$ cat src/rtl/spw_buffer_ctrl.sv
// spw_buffer_ctrl: controller that runs an external buffer as a single
// in-order FIFO shared by two requesters.
//
// Each slot carries a one-bit source tag so the consumer can see which
// requester wrote the head entry.
//
// Build option SPW_BUF_CTRL_RR_EN:
//   - When defined, contention is resolved round-robin using a last_grant
//     register.
//   - When undefined, req0 always wins contention and no last_grant
//     register exists.
//
// Payload storage lives in the attached buffer and is never reset; only the
// pointers, count and tags are.
module spw_buffer_ctrl #(
    parameter int PTR_WIDTH  = 3,
    parameter int DATA_WIDTH = 128
) (
    input  logic                  clk_i,
    input  logic                  rst_ni,
    input  logic                  req0_valid_i,
    input  logic [DATA_WIDTH-1:0] req0_data_i,
    output logic                  req0_ready_o,
    input  logic                  req1_valid_i,
    input  logic [DATA_WIDTH-1:0] req1_data_i,
    output logic                  req1_ready_o,
    output logic                  out_valid_o,
    input  logic                  out_ready_i,
    output logic [DATA_WIDTH-1:0] out_data_o,
    output logic                  out_src_o,
    output logic [PTR_WIDTH:0]    count_o,
    output logic                  buf_wr_en_o,
    output logic [PTR_WIDTH-1:0]  buf_wr_ptr_o,
    output logic [DATA_WIDTH-1:0] buf_wr_data_o,
    output logic                  buf_rd_en_o,
    output logic [PTR_WIDTH-1:0]  buf_rd_ptr_o,
    input  logic [DATA_WIDTH-1:0] buf_rd_data_i
);

    localparam int                DEPTH   = 2 ** PTR_WIDTH;
    localparam logic [PTR_WIDTH:0] DEPTH_C = (PTR_WIDTH + 1)'(DEPTH);

    logic [PTR_WIDTH-1:0] wr_ptr_r;
    logic [PTR_WIDTH-1:0] rd_ptr_r;
    logic [PTR_WIDTH:0]   count_r;
    logic [DEPTH-1:0]     src_tag_r;

    logic full_s;
    logic empty_s;
    logic winner_s;
    logic accept_s;
    logic push_s;
    logic pop_s;

`ifdef SPW_BUF_CTRL_RR_EN
    logic last_grant_r;
`endif

    assign full_s  = (count_r == DEPTH_C);
    assign empty_s = (count_r == {(PTR_WIDTH + 1){1'b0}});

    // Pick the requester that may push this cycle.
    always_comb begin
        winner_s = 1'b0;
        if (req0_valid_i && req1_valid_i) begin
`ifdef SPW_BUF_CTRL_RR_EN
            // On contention, the requester that did not win last time wins.
            winner_s = ~last_grant_r;
`else
            // On contention, req0 always wins.
            winner_s = 1'b0;
`endif
        end else if (req1_valid_i) begin
            winner_s = 1'b1;
        end else begin
            winner_s = 1'b0;
        end
    end

    // Acceptance is gated by reset and by full only.
    // A pop in the same cycle does not free a slot for a push.
    assign accept_s     = rst_ni && !full_s;
    assign req0_ready_o = accept_s && req0_valid_i && (winner_s == 1'b0);
    assign req1_ready_o = accept_s && req1_valid_i && (winner_s == 1'b1);
    assign push_s       = req0_ready_o || req1_ready_o;

    // Pop only when a head entry exists.
    // Consumer ready while empty is ignored.
    assign out_valid_o = !empty_s;
    assign pop_s       = rst_ni && out_valid_o && out_ready_i;

    assign buf_wr_en_o   = push_s;
    assign buf_wr_ptr_o  = wr_ptr_r;
    assign buf_wr_data_o = winner_s ? req1_data_i : req0_data_i;

    assign buf_rd_en_o  = pop_s;
    assign buf_rd_ptr_o = rd_ptr_r;
    assign out_data_o   = buf_rd_data_i;
    assign out_src_o    = src_tag_r[rd_ptr_r];
    assign count_o      = count_r;

    // Advance the pointers and occupancy count.
    // The pointers wrap naturally at the power-of-two depth.
    always_ff @(posedge clk_i or negedge rst_ni) begin
        if (!rst_ni) begin
            wr_ptr_r <= {PTR_WIDTH{1'b0}};
            rd_ptr_r <= {PTR_WIDTH{1'b0}};
            count_r  <= {(PTR_WIDTH + 1){1'b0}};
        end else begin
            if (push_s) begin
                wr_ptr_r <= wr_ptr_r + PTR_WIDTH'(1);
            end else begin
                wr_ptr_r <= wr_ptr_r;
            end
            if (pop_s) begin
                rd_ptr_r <= rd_ptr_r + PTR_WIDTH'(1);
            end else begin
                rd_ptr_r <= rd_ptr_r;
            end
            case ({push_s, pop_s})
                2'b10:   count_r <= count_r + (PTR_WIDTH + 1)'(1);
                2'b01:   count_r <= count_r - (PTR_WIDTH + 1)'(1);
                default: count_r <= count_r;
            endcase
        end
    end

    // Record which requester wrote each slot.
    always_ff @(posedge clk_i or negedge rst_ni) begin
        if (!rst_ni) begin
            src_tag_r <= {DEPTH{1'b0}};
        end else if (push_s) begin
            src_tag_r[wr_ptr_r] <= winner_s;
        end else begin
            src_tag_r <= src_tag_r;
        end
    end

`ifdef SPW_BUF_CTRL_RR_EN
    // Remember the last requester whose push was actually accepted.
    always_ff @(posedge clk_i or negedge rst_ni) begin
        if (!rst_ni) begin
            last_grant_r <= 1'b1;
        end else if (push_s) begin
            last_grant_r <= winner_s;
        end else begin
            last_grant_r <= last_grant_r;
        end
    end
`endif

endmodule

$ cat config.mk
export PLATFORM = sky130hd
export DESIGN_NAME = spw_buffer_ctrl
export DESIGN_NICKNAME = d
export VERILOG_FILES = /design/src/rtl/spw_buffer_ctrl.sv
export SDC_FILE = /design/constraint.sdc
export NUM_CORES = 1
export LEC_CHECK = 0
export BUFFER_PORTS_ARGS = -buffer_cell sky130_fd_sc_hd__buf_2
export CELL_PAD_IN_SITES_DETAIL_PLACEMENT = 2
export CELL_PAD_IN_SITES_GLOBAL_PLACEMENT = 2
export CORE_AREA = 2 2 256 258
export DETAILED_ROUTE_END_ITERATION = 10
export DIE_AREA = 0 0 258 260
export PLACE_DENSITY_LB_ADDON = 0.1
export RECOVER_POWER = 100
export SYNTH_ARGS = -nofsm -noshare
export SYNTH_HDL_FRONTEND = slang
export SYNTH_SLANG_ARGS = --single-unit
$ cat constraint.sdc
create_clock -name clk_i -period 7.1 [get_ports clk_i]
set_input_delay 0.71 -clock clk_i [delete_from_list [all_inputs] [get_ports clk_i]]
set_output_delay 0.71 -clock clk_i [all_outputs]
set_load 0.005 [all_outputs]
==> metrics.txt <==
I/O Pins 661; routed len/inst roughly 18 µm; Die W 258 µm; core area 0.0641 mm²; Net Sw Frac 0.421; Multi-input gate area 0.00202 mm²; grt ovf 0; I/O Buffers 404; Simple-Gate Fraction of Synth Area 0.0649; first-pass GRT wire length 36.2 mm; placed cell count 1482; PwrDens 150 mW/mm²; # setup viols final 0; Clock Latency Late Sink around 0.25 ns; xor and xnor area share after synthesis 0.0148; CTS tree built; syn avg cell area 9.70 µm²; final hold violation count 0; Synth cell types 37; fin nets 1027; Netlist Area Pre-Place 0.00355 mm²; Rows 93; Tot GR Track Use 0.0755; peak supply drop 0.0705 mV; Storage cell area between 400 and 500 µm²; number of global-route vias before repair 4540; CTS H-tree lvls 1; 1st-iter DRT viols 49; Post-CTS Resized 0; initial core utilization 0.0553; Post-DP HPWL 24.6 mm; final period utilization 0.668; combinational share of power 0.570; Sink Count 18; synth-to-layout area growth 56.1%; total wire length 27.3 mm; Leak roughly 2.3 nW; failing checks max-capacitance violations, max-slew violations; arrival time worst endpoint between 4 and 5 ns; Max Cap Violations 1; Layout fillers 7686; slew margin rel. -0.877; Mapped Nets 761; Slew Viols, Final 47; post-synthesis cell count 366; unrepaired setup endpoints after global routing false; die footprint 0.0671 mm²; final hold slack 0.518 ns; Root Driver clkbuf_16; YS warnings 0; gpl congestion 0.702; clk_skew 0.00152 ns; clock network power share 0.139; flops & latches, synth 18; fin crit period 4.74 ns; Critical Path Sink Type primary output; layout cell share with drive strength beyond 1 0.660; Routed Antenna Nets 0; non-filler cells, final approximately 1.5k; Max clock buf depth 2; Worst Setup Path Type primary input to primary output; clk slew on worst S/H paths 0.05 ns; Flop pwr share 0.292; Setup Buffers After CTS 0; Crit Path Max Fanout 83; initial antenna violation count 29; post-synthesis sequential area ratio 0.127; drt pass-1 iters 4; Die H 260 µm; post-synthesis compound-gate area fraction 0.0349; Vias/cell 2.64; WP data required 6.39 ns; internal power 481 µW; Hold Crit Class register to register; setup ws final 2.36 ns; fmax roughly 210 MHz; status finished with violations; final setup TNS 0 ns; hold_buf cts 0; Net Switching 350 µW; Setup WS pre-CTS 3.50 ns; via count a little under 4k; Adder-Cell Fraction of Synth Area 0.0233; measured slew at the worst slew-check pin 2.82 ns; TritonCTS Buffers 3; mux contribution to synthesized area 0.435; drt drc 0; largest net degree at the start of global routing between 80 and 90; CP Launch Type primary input; largest family of logic cells by synthesized area multiplexers
## worst max-delay path, cell delays in order
cell	delay, ns
clkbuf_1	0.14
nand2b_1	2.05
buf_12	0.46
mux2_2	0.40
clkbuf_1	0.16
## final cells by class
class                      count  share of cell area
tap                          855               0.193
timing repair buffer         406               0.341
sequential                    18              0.0813
multi-input combinational    197               0.365
inverter                       6             0.00407
clock buffer                   3              0.0136
antenna                        5             0.00226
## cells in the mapped netlist
cell type | number | area (µm²)
mux2_2 | 131 | 1480
buf_4 | 128 | 961
dfrtp_1 | 18 | 450
buf_2 | 13 | 65.1
nor3b_1 | 8 | 60.1
inv_1 | 6 | 22.5
a21oi_1 | 5 | 25.0
ha_1 | 5 | 62.6
xor2_1 | 5 | 43.8
a2bb2oi_1 | 4 | 35.0
clkbuf_1 | 4 | 15.0
nand3_1 | 4 | 20.0
a31oi_1 | 3 | 18.8
nand2_1 | 3 | 11.3
nor2_1 | 3 | 11.3
mux4_2 | 2 | 45.0
nor2b_1 | 2 | 12.5
o21ai_0 | 2 | 10.0
or4b_2 | 2 | 20.0
a2111o_1 | 1 | 11.3
a22oi_1 | 1 | 7.51
and2_1 | 1 | 6.26
and3_1 | 1 | 6.26
and3_4 | 1 | 11.3
and3b_1 | 1 | 8.76
and4_2 | 1 | 10.0
fa_1 | 1 | 20.0
mux2_4 | 1 | 15.0
mux2i_1 | 1 | 10.0
nand2b_1 | 1 | 6.26
nor3_1 | 1 | 5.00
nor4_1 | 1 | 6.26
nor4b_4 | 1 | 23.8
o211ai_1 | 1 | 7.51
o311ai_0 | 1 | 8.76
or4_4 | 1 | 11.3
xnor2_1 | 1 | 8.76
## cell families after synthesis
logic type	after synthesis
DFF	18
and+or+nand+nor	32
AOI/OAI and AO/OA	18
muxes	135
adders and majority gates	6
xor gates and xnor gates	6
buffers and inverters	151
## sequential cells by signal (all words and copies together) (netlist names)
name	cells
src_tag_r	8
buf_wr_ptr_o	3
count_o	4
buf_rd_ptr_o	3
## per-layer routing
metal | share of wire | global-route usage
met1 | 0.30 | 0.0661
met2 | 0.56 | 0.152
met3 | 0.12 | 0.0392
met4 | 0.021 | 0.0141
met5 | 0.0062 | 0
## power by group through the flow
stage	registers [mW]	clock network [mW]	logic, mW
detailed placement	0.252	0	0.518
CTS	0.251	0.121	0.521
finish	0.242	0.115	0.474
floorplan	0.207	0	0.324
global placement	0.252	0	0.526
global route	0.259	0.126	0.534
## final timing paths
kind / slack [ns] / cells after the start / end / from
setup / recovery: 2.36 / 5 / buf_wr_data_o[45] / req0_valid_i
hold reg to reg: 0.52 / 1 / buf_rd_ptr_o[2] / buf_rd_ptr_o[2]
max in group asynchronous: 5.34 / 2 / count_o[0] / rst_ni
min in group asynchronous: 0.89 / 2 / buf_rd_ptr_o[2] / rst_ni
hold / removal: 0.52 / 1 / buf_rd_ptr_o[2] / buf_rd_ptr_o[2]
setup reg to reg: 3.92 / 7 / count_o[3] / count_o[2]
## layout by cell type (no fill, tap or decap), types with 5 or more instances in the layout
| master | instances |
|---|---|
| dfrtp_1 | 18 |
| ha_1 | 5 |
| mux2_2 | 128 |
| a21oi_1 | 5 |
| inv_1 | 6 |
| xor2_1 | 5 |
| clkbuf_1 | 126 |
| nor3b_1 | 8 |
| diode_2 | 5 |
| buf_2 | 278 |
## through the flow
| stage | util | power, mW | area (µm²) |
|---|---|---|---|
| 2_1_floorplan | - | 0.531 | 3550 |
| 3_3_place_gp | 0.0879 | 0.778 | 5630 |
| 3_5_place_dp | 0.0879 | 0.770 | 5630 |
| 4_1_cts | 0.0890 | 0.893 | 5710 |
| 5_1_grt | 0.0863 | 0.919 | 5530 |
| 6_report | 0.0864 | 0.832 | 5540 |
Note: power is estimated with default switching activity, not from simulation.
